File: config.mk
export PLATFORM = sky130hd
export DESIGN_NAME = muldiv_sequencer_flat
export DESIGN_NICKNAME = d
export VERILOG_FILES = /design/src/rtl/muldiv_sequencer_if.sv /design/src/rtl/muldiv_sequencer.sv /design/src/flat_wrapper.sv
export SDC_FILE = /design/constraint.sdc
export NUM_CORES = 1
export LEC_CHECK = 0
export BUFFER_PORTS_ARGS = -buffer_cell sky130_fd_sc_hd__buf_2
export CAP_MARGIN = 10
export CELL_PAD_IN_SITES_DETAIL_PLACEMENT = 2
export CELL_PAD_IN_SITES_GLOBAL_PLACEMENT = 2
export CORE_MARGIN = 4
export CORE_UTILIZATION = 35
export CTS_CLUSTER_SIZE = 10
export DETAILED_ROUTE_END_ITERATION = 16
export GPL_TIMING_DRIVEN = 1
export PLACE_DENSITY_LB_ADDON = 0.25
export SLEW_MARGIN = 0
export SYNTH_ARGS = -nofsm -noshare
export SYNTH_HDL_FRONTEND = slang
export SYNTH_SLANG_ARGS = --single-unit
File: constraint.sdc
create_clock -name clk -period 9 [get_ports clk]
set_clock_uncertainty 0.05 [all_clocks]
set_input_delay 1.8 -clock clk [delete_from_list [all_inputs] [get_ports clk]]
set_output_delay 1.8 -clock clk [all_outputs]
set_load 0.05 [all_outputs]
File: src/rtl/muldiv_sequencer_if.sv
// Handshake and HI/LO bus between the EX-stage control and the multiply/divide sequencer.
interface muldiv_sequencer_if #(
    parameter int WIDTH = 32
);
    logic             start;
    logic [1:0]       op;
    logic [WIDTH-1:0] a;
    logic [WIDTH-1:0] b;
    logic             wr_hi;
    logic             wr_lo;
    logic [WIDTH-1:0] wdata;
    logic             rd_req;
    logic             busy;
    logic             done;
    logic             stall;
    logic [WIDTH-1:0] hi;
    logic [WIDTH-1:0] lo;

    modport master (
        output start, op, a, b, wr_hi, wr_lo, wdata, rd_req,
        input  busy, done, stall, hi, lo
    );

    modport slave (
        input  start, op, a, b, wr_hi, wr_lo, wdata, rd_req,
        output busy, done, stall, hi, lo
    );
endinterface

File: src/rtl/muldiv_sequencer.sv
// Iterative MULT/MULTU/DIV/DIVU sequencer owning HI/LO: radix-2 shift-add multiply and
// restoring divide on operand magnitudes, with sign fix-up in a final cycle.
module muldiv_sequencer #(
    parameter int WIDTH = 32,
    parameter int ITER  = 32
) (
    input  logic               clk,
    input  logic               rst,
    muldiv_sequencer_if.slave  bus
);
    localparam int CW = $clog2(ITER + 1);

    localparam logic [1:0] IDLE = 2'd0;
    localparam logic [1:0] RUN  = 2'd1;
    localparam logic [1:0] FIX  = 2'd2;

    logic [1:0]       state;
    logic [1:0]       op_r;
    logic             sa;
    logic             sb;
    logic             divzero;
    logic [CW-1:0]    cnt;
    logic [WIDTH-1:0] opnd_a;
    logic [WIDTH-1:0] opnd_b;
    logic [WIDTH-1:0] acc;
    logic [WIDTH-1:0] lowr;
    logic [WIDTH-1:0] hi_r;
    logic [WIDTH-1:0] lo_r;
    logic             done_r;

    logic             in_signed;
    logic [WIDTH-1:0] mag_a;
    logic [WIDTH-1:0] mag_b;
    logic [WIDTH:0]   mul_sum;
    logic [WIDTH:0]   rem_sh;
    logic [WIDTH-1:0] rem_sub;
    logic             rem_ge;
    logic [2*WIDTH-1:0] prod;
    logic [2*WIDTH-1:0] prod_fix;
    logic [WIDTH-1:0] quo_fix;
    logic [WIDTH-1:0] rem_fix;
    logic [WIDTH-1:0] a_orig;

    assign in_signed = bus.op[0];
    assign mag_a = (in_signed && bus.a[WIDTH-1]) ? -bus.a : bus.a;
    assign mag_b = (in_signed && bus.b[WIDTH-1]) ? -bus.b : bus.b;

    // acc holds the product high half (multiply) or the partial remainder (divide);
    // lowr holds the multiplier (multiply) or the dividend/quotient shift register (divide).
    assign mul_sum = {1'b0, acc} + (lowr[0] ? {1'b0, opnd_a} : '0);
    assign rem_sh  = {acc, lowr[WIDTH-1]};
    assign rem_ge  = rem_sh >= {1'b0, opnd_b};
    assign rem_sub = rem_sh[WIDTH-1:0] - opnd_b;

    assign prod     = {acc, lowr};
    assign prod_fix = (op_r[0] && (sa ^ sb)) ? -prod : prod;
    assign quo_fix  = (op_r[0] && (sa ^ sb)) ? -lowr : lowr;
    assign rem_fix  = (op_r[0] && sa) ? -acc : acc;
    // Original dividend rebuilt from magnitude and sign; sa is 0 for unsigned ops.
    assign a_orig   = sa ? -opnd_a : opnd_a;

    always_ff @(posedge clk or posedge rst) begin
        if (rst) begin
            state   <= IDLE;
            op_r    <= '0;
            sa      <= 1'b0;
            sb      <= 1'b0;
            divzero <= 1'b0;
            cnt     <= '0;
            opnd_a  <= '0;
            opnd_b  <= '0;
            acc     <= '0;
            lowr    <= '0;
            hi_r    <= '0;
            lo_r    <= '0;
            done_r  <= 1'b0;
        end else begin
            done_r <= 1'b0;
            case (state)
                IDLE: begin
                    if (bus.start) begin
                        op_r    <= bus.op;
                        sa      <= in_signed & bus.a[WIDTH-1];
                        sb      <= in_signed & bus.b[WIDTH-1];
                        opnd_a  <= mag_a;
                        opnd_b  <= mag_b;
                        acc     <= '0;
                        lowr    <= bus.op[1] ? mag_a : mag_b;
                        cnt     <= '0;
                        divzero <= (bus.b == '0);
                        state   <= RUN;
                    end else begin
                        if (bus.wr_hi) hi_r <= bus.wdata;
                        if (bus.wr_lo) lo_r <= bus.wdata;
                    end
                end
                RUN: begin
                    if (op_r[1]) begin
                        acc  <= rem_ge ? rem_sub : rem_sh[WIDTH-1:0];
                        lowr <= {lowr[WIDTH-2:0], rem_ge};
                    end else begin
                        acc  <= mul_sum[WIDTH:1];
                        lowr <= {mul_sum[0], lowr[WIDTH-1:1]};
                    end
                    cnt <= cnt + 1'b1;
                    if (cnt == CW'(ITER - 1)) state <= FIX;
                end
                FIX: begin
                    if (!op_r[1]) begin
                        hi_r <= prod_fix[2*WIDTH-1:WIDTH];
                        lo_r <= prod_fix[WIDTH-1:0];
                    end else if (divzero) begin
                        hi_r <= a_orig;
                        lo_r <= '1;
                    end else begin
                        hi_r <= rem_fix;
                        lo_r <= quo_fix;
                    end
                    done_r <= 1'b1;
                    state  <= IDLE;
                end
                default: state <= IDLE;
            endcase
        end
    end

    assign bus.busy  = (state != IDLE);
    assign bus.done  = done_r;
    assign bus.stall = bus.rd_req & (state != IDLE);
    assign bus.hi    = hi_r;
    assign bus.lo    = lo_r;
endmodule

File: src/flat_wrapper.sv
// flat-port wrapper written by rule: the top's interface ports become plain ports
module muldiv_sequencer_flat 
#(
    parameter int WIDTH = 32,
    parameter int ITER  = 32
)
  (clk, rst, bus_start, bus_op, bus_a, bus_b, bus_wr_hi, bus_wr_lo, bus_wdata, bus_rd_req, bus_busy, bus_done, bus_stall, bus_hi, bus_lo);
  muldiv_sequencer_if #(.WIDTH(WIDTH)) bus_i ();
  input  logic clk;
  input  logic rst;
  input wire logic [$bits(bus_i.start)-1:0] bus_start;
  input wire logic [$bits(bus_i.op)-1:0] bus_op;
  input wire logic [$bits(bus_i.a)-1:0] bus_a;
  input wire logic [$bits(bus_i.b)-1:0] bus_b;
  input wire logic [$bits(bus_i.wr_hi)-1:0] bus_wr_hi;
  input wire logic [$bits(bus_i.wr_lo)-1:0] bus_wr_lo;
  input wire logic [$bits(bus_i.wdata)-1:0] bus_wdata;
  input wire logic [$bits(bus_i.rd_req)-1:0] bus_rd_req;
  output wire logic [$bits(bus_i.busy)-1:0] bus_busy;
  output wire logic [$bits(bus_i.done)-1:0] bus_done;
  output wire logic [$bits(bus_i.stall)-1:0] bus_stall;
  output wire logic [$bits(bus_i.hi)-1:0] bus_hi;
  output wire logic [$bits(bus_i.lo)-1:0] bus_lo;
  assign bus_i.start = bus_start;
  assign bus_i.op = bus_op;
  assign bus_i.a = bus_a;
  assign bus_i.b = bus_b;
  assign bus_i.wr_hi = bus_wr_hi;
  assign bus_i.wr_lo = bus_wr_lo;
  assign bus_i.wdata = bus_wdata;
  assign bus_i.rd_req = bus_rd_req;
  assign bus_busy = bus_i.busy;
  assign bus_done = bus_i.done;
  assign bus_stall = bus_i.stall;
  assign bus_hi = bus_i.hi;
  assign bus_lo = bus_i.lo;
  muldiv_sequencer #(.WIDTH(WIDTH), .ITER(ITER)) u_core (.clk(clk), .rst(rst), .bus(bus_i));
endmodule
==> impl_metrics.py <==
metrics = {
    "final_layout": {
        "multi_input_area_um2": 11500,
        "drive_gt1_frac": 0.116,
        "area_growth_pct": 11.5,
        "fin_nets": 2466,
        "final_area_um2": 19600,
        "fill_cells": 5665,
        "diodes": 0,
        "regArea_um2": 5160,
    },
    "yosys": {
        "syn_inst": 2240,
        "synth_flop_cell": "dfrtp_1",
        "yosysMostFrequentCell": "nand2_1",
        "synth_common_cells": "265 x nand2_1, 206 x dfrtp_1, 204 x o21ai_0",
        "ys_types": 85,
        "ys_warn_count": 0,
        "synthesis.area_um2": 17500,
        "yosysSeqAreaShare": 0.294,
        "synth-edff-count": 0,
        "synth.avg_cell_area_um2": 7.83,
        "synth.area.top_cells": "dfrtp_1 29%, xnor2_1 6.0%, o21ai_0 5.8%",
        "async_reset_ff_frac": 1.00,
        "syn_nets": 2416,
        "yosys.area.top_type": "dfrtp_1",
        "ys_seq_elements": 206,
        "synth_top_area_frac": 0.294,
    },
    "timing": {
        "finalCritPeriodShare": 0.472,
        "rsz0062_at_grt": "false",
        "finalCriticalPeriod_ns": 4.25,
        "finalHoldViolations": 0,
        "worst_slew_pin_slew_ns": 1.02,
        "finalSetupViolCount": 0,
        "max_slew_margin": 0.323,
        "finalMaxSlewViolations": 0,
        "fmax_mhz": 235,
        "fin_setup_tns_ns": 0,
        "layout_setup_ws_ns": 4.75,
        "hold_slack_ns": 0.424,
    },
    "worst_setup_path": {
        "reg2reg_to": "u_core.acc[29]$_DFFE_PP0P_",
        "reg2reg_depth": 15,
        "crit_required_ns": 9.42,
        "r2r-start": "u_core.lowr[0]$_DFFE_PP0P_",
        "r2r_slack_ns": 4.88,
        "path_class": "input pin to register",
        "cp_data_arrival_time_ns": 4.67,
        "startpoint_type": "input pin",
        "cp-startpoint": "bus_a[10]",
        "end_kind": "register",
        "crit_end": "u_core.lowr[23]$_DFFE_PP0P_",
        "crit_path_max_fanout": 6,
    },
    "status": {
        "outcome": "completed",
    },
    "drt": {
        "drtIter0Drc": 1256,
        "viasPerCell": 6.04,
        "wire_per_inst_um": 26.6,
        "routed_wl_um": 78900,
        "first_pass_iters": 6,
        "antenna_left": 0,
        "vias": 17900,
        "drc": 0,
    },
    "global_routing": {
        "grt_overflow": 0,
        "antenna_found_initial": 0,
        "grt_pass1_vias": 19500,
        "grt_max_degree": 112,
        "grt_pass1_wl_um": 119000,
        "grt.total_usage": 0.285,
    },
    "clock_tree": {
        "cts_resized": 0,
        "htreeDepth": 1,
        "hold_buffers": 0,
        "clkTransAtPathRegs_ns": 0.06,
        "insertion_delay_ns": 0.56,
        "post-cts-setup-buffers": 0,
        "cts_sinks": 206,
        "ctsRootBufferMaster": "clkbuf_16",
        "cts_buffer_depth": 3,
        "cts_buffers": 26,
        "cts_tree": "done",
    },
    "power_and_ir_drop": {
        "ir_worst_vdd_mv": 0.140,
        "p_leak_nw": 8.33,
        "p_per_area_nw_per_um2": 377,
    },
    "place": {
        "io_buffers": 170,
        "dpl.hpwl_um": 62000,
        "postPlaceCellArea_um2": 18800,
        "pre_cts_ws_ns": 4.25,
        "gp_congestion": 0.947,
    },
    "min_path": {
        "min_path_type": "register to register",
    },
    "floorplan": {
        "dieArea_um2": 53800,
        "rows": 81,
        "die_width_um": 232,
        "top_level_ports": 171,
        "core_area_um2": 49300,
        "start_util": 0.356,
        "dieHeight_um": 232,
    },
    "job": {
        "max-cap-violations": 0,
    },
}
-- logic make-up (layout without fill, tap and decap cells) --
logic type / after synthesis / count (layout) / synth area share
AOI/OAI and AO/OA: 739 / 739 / 0.260
xor gates and xnor gates: 216 / 216 / 0.108
adders and majority gates: 72 / 72 / 0.0522
buffers and inverters: 238 / 301 / 0.0521
DFF: 206 / 206 / 0.294
muxes: 71 / 71 / 0.0414
and+or+nand+nor: 698 / 698 / 0.192
-- worst max-delay path, cell delays in order --
cell and delay, ns:
buf_2 0.11, or4_1 0.58, or4b_1 0.56, nor3_2 0.23, nand3b_1 0.28, o41ai_1 0.48, xor2_1 0.19, mux2_2 0.30
o21ai_1 0.14
-- flip-flops by register name, indices dropped and copies added (netlist names) --
register,flops
u_core.acc,32
u_core.bus.done,1
u_core.bus.hi,32
u_core.bus.lo,32
u_core.cnt,6
u_core.divzero,1
u_core.lowr,32
u_core.op_r,2
u_core.opnd_a,32
u_core.opnd_b,32
u_core.sa,1
u_core.sb,1
u_core.state,2
-- layout by cell type, fill, tap and decap left out, drive strengths merged, types with 17 or more instances in the layout --
cell and count:
and3 17, dfrtp 206, nand4 18, nand3 47, nor2b 20, mux2i 59, nor4 18, nand2b 23
nand2 265, clkbuf 37, o41ai 18, o22ai 41, o21ai 260, xnor2 121, a22oi 21, or3 18
xor2 95, and2 47, a31oi 31, ha 70, buf 192, a21o 26, a21oi 170, nor3 45
nor2 143, o211ai 23, a211oi 27, inv 68, o31ai 29
-- final cells by class --
type | instances | share of cell area
clock buffers | 37 | 0.0374
clock inverters | 4 | 0.00288
inverters | 68 | 0.0134
multi-input cells | 1796 | 0.588
flip-flops and latches | 206 | 0.264
well taps | 664 | 0.0425
repair buffers | 192 | 0.0519
-- per-stage QoR --
stage          std cells  utilization  total power [mW]
2_1_floorplan       2240            -              4.86
3_3_place_gp        2926        0.381              6.11
3_5_place_dp        2926        0.381              6.31
4_1_cts             2967        0.397              7.37
5_1_grt             2967        0.397              7.91
6_report            2967        0.397              7.38
-- report_power, final --
group | internal [mW] | total [mW] | switching, mW | leakage, nW
combinational | 1.64 | 4.37 | 2.73 | 5.42
clock | 0.586 | 1.02 | 0.431 | 0.386
sequential | 1.25 | 1.99 | 0.739 | 2.52
-- worst min-delay path by stage --
stage                                        from                             to  slack, ns  cells after the start
floorplan               u_core.cnt[5]$_DFFE_PP0P_      u_core.cnt[5]$_DFFE_PP0P_       0.39                      1
global placement        u_core.cnt[5]$_DFFE_PP0P_      u_core.cnt[5]$_DFFE_PP0P_       0.41                      1
detailed placement   u_core.bus.hi[2]$_DFFE_PP0P_   u_core.bus.hi[2]$_DFFE_PP0P_       0.41                      2
CTS                 u_core.bus.lo[16]$_DFFE_PP0P_  u_core.bus.lo[16]$_DFFE_PP0P_       0.43                      2
global route            u_core.cnt[5]$_DFFE_PP0P_      u_core.cnt[5]$_DFFE_PP0P_       0.45                      1
finish                  u_core.cnt[5]$_DFFE_PP0P_      u_core.cnt[5]$_DFFE_PP0P_       0.42                      1
-- metal layers --
layer / global-route usage / up-vias / part of all wire
li1: - / 8140 / -
met1: 0.370 / 9228 / 0.43
met2: 0.484 / 413 / 0.48
met3: 0.0408 / 137 / 0.048
met4: 0.102 / 0 / 0.040
met5: 0 / - / 0
No activity file was read; power rests on OpenSTA's default activity.
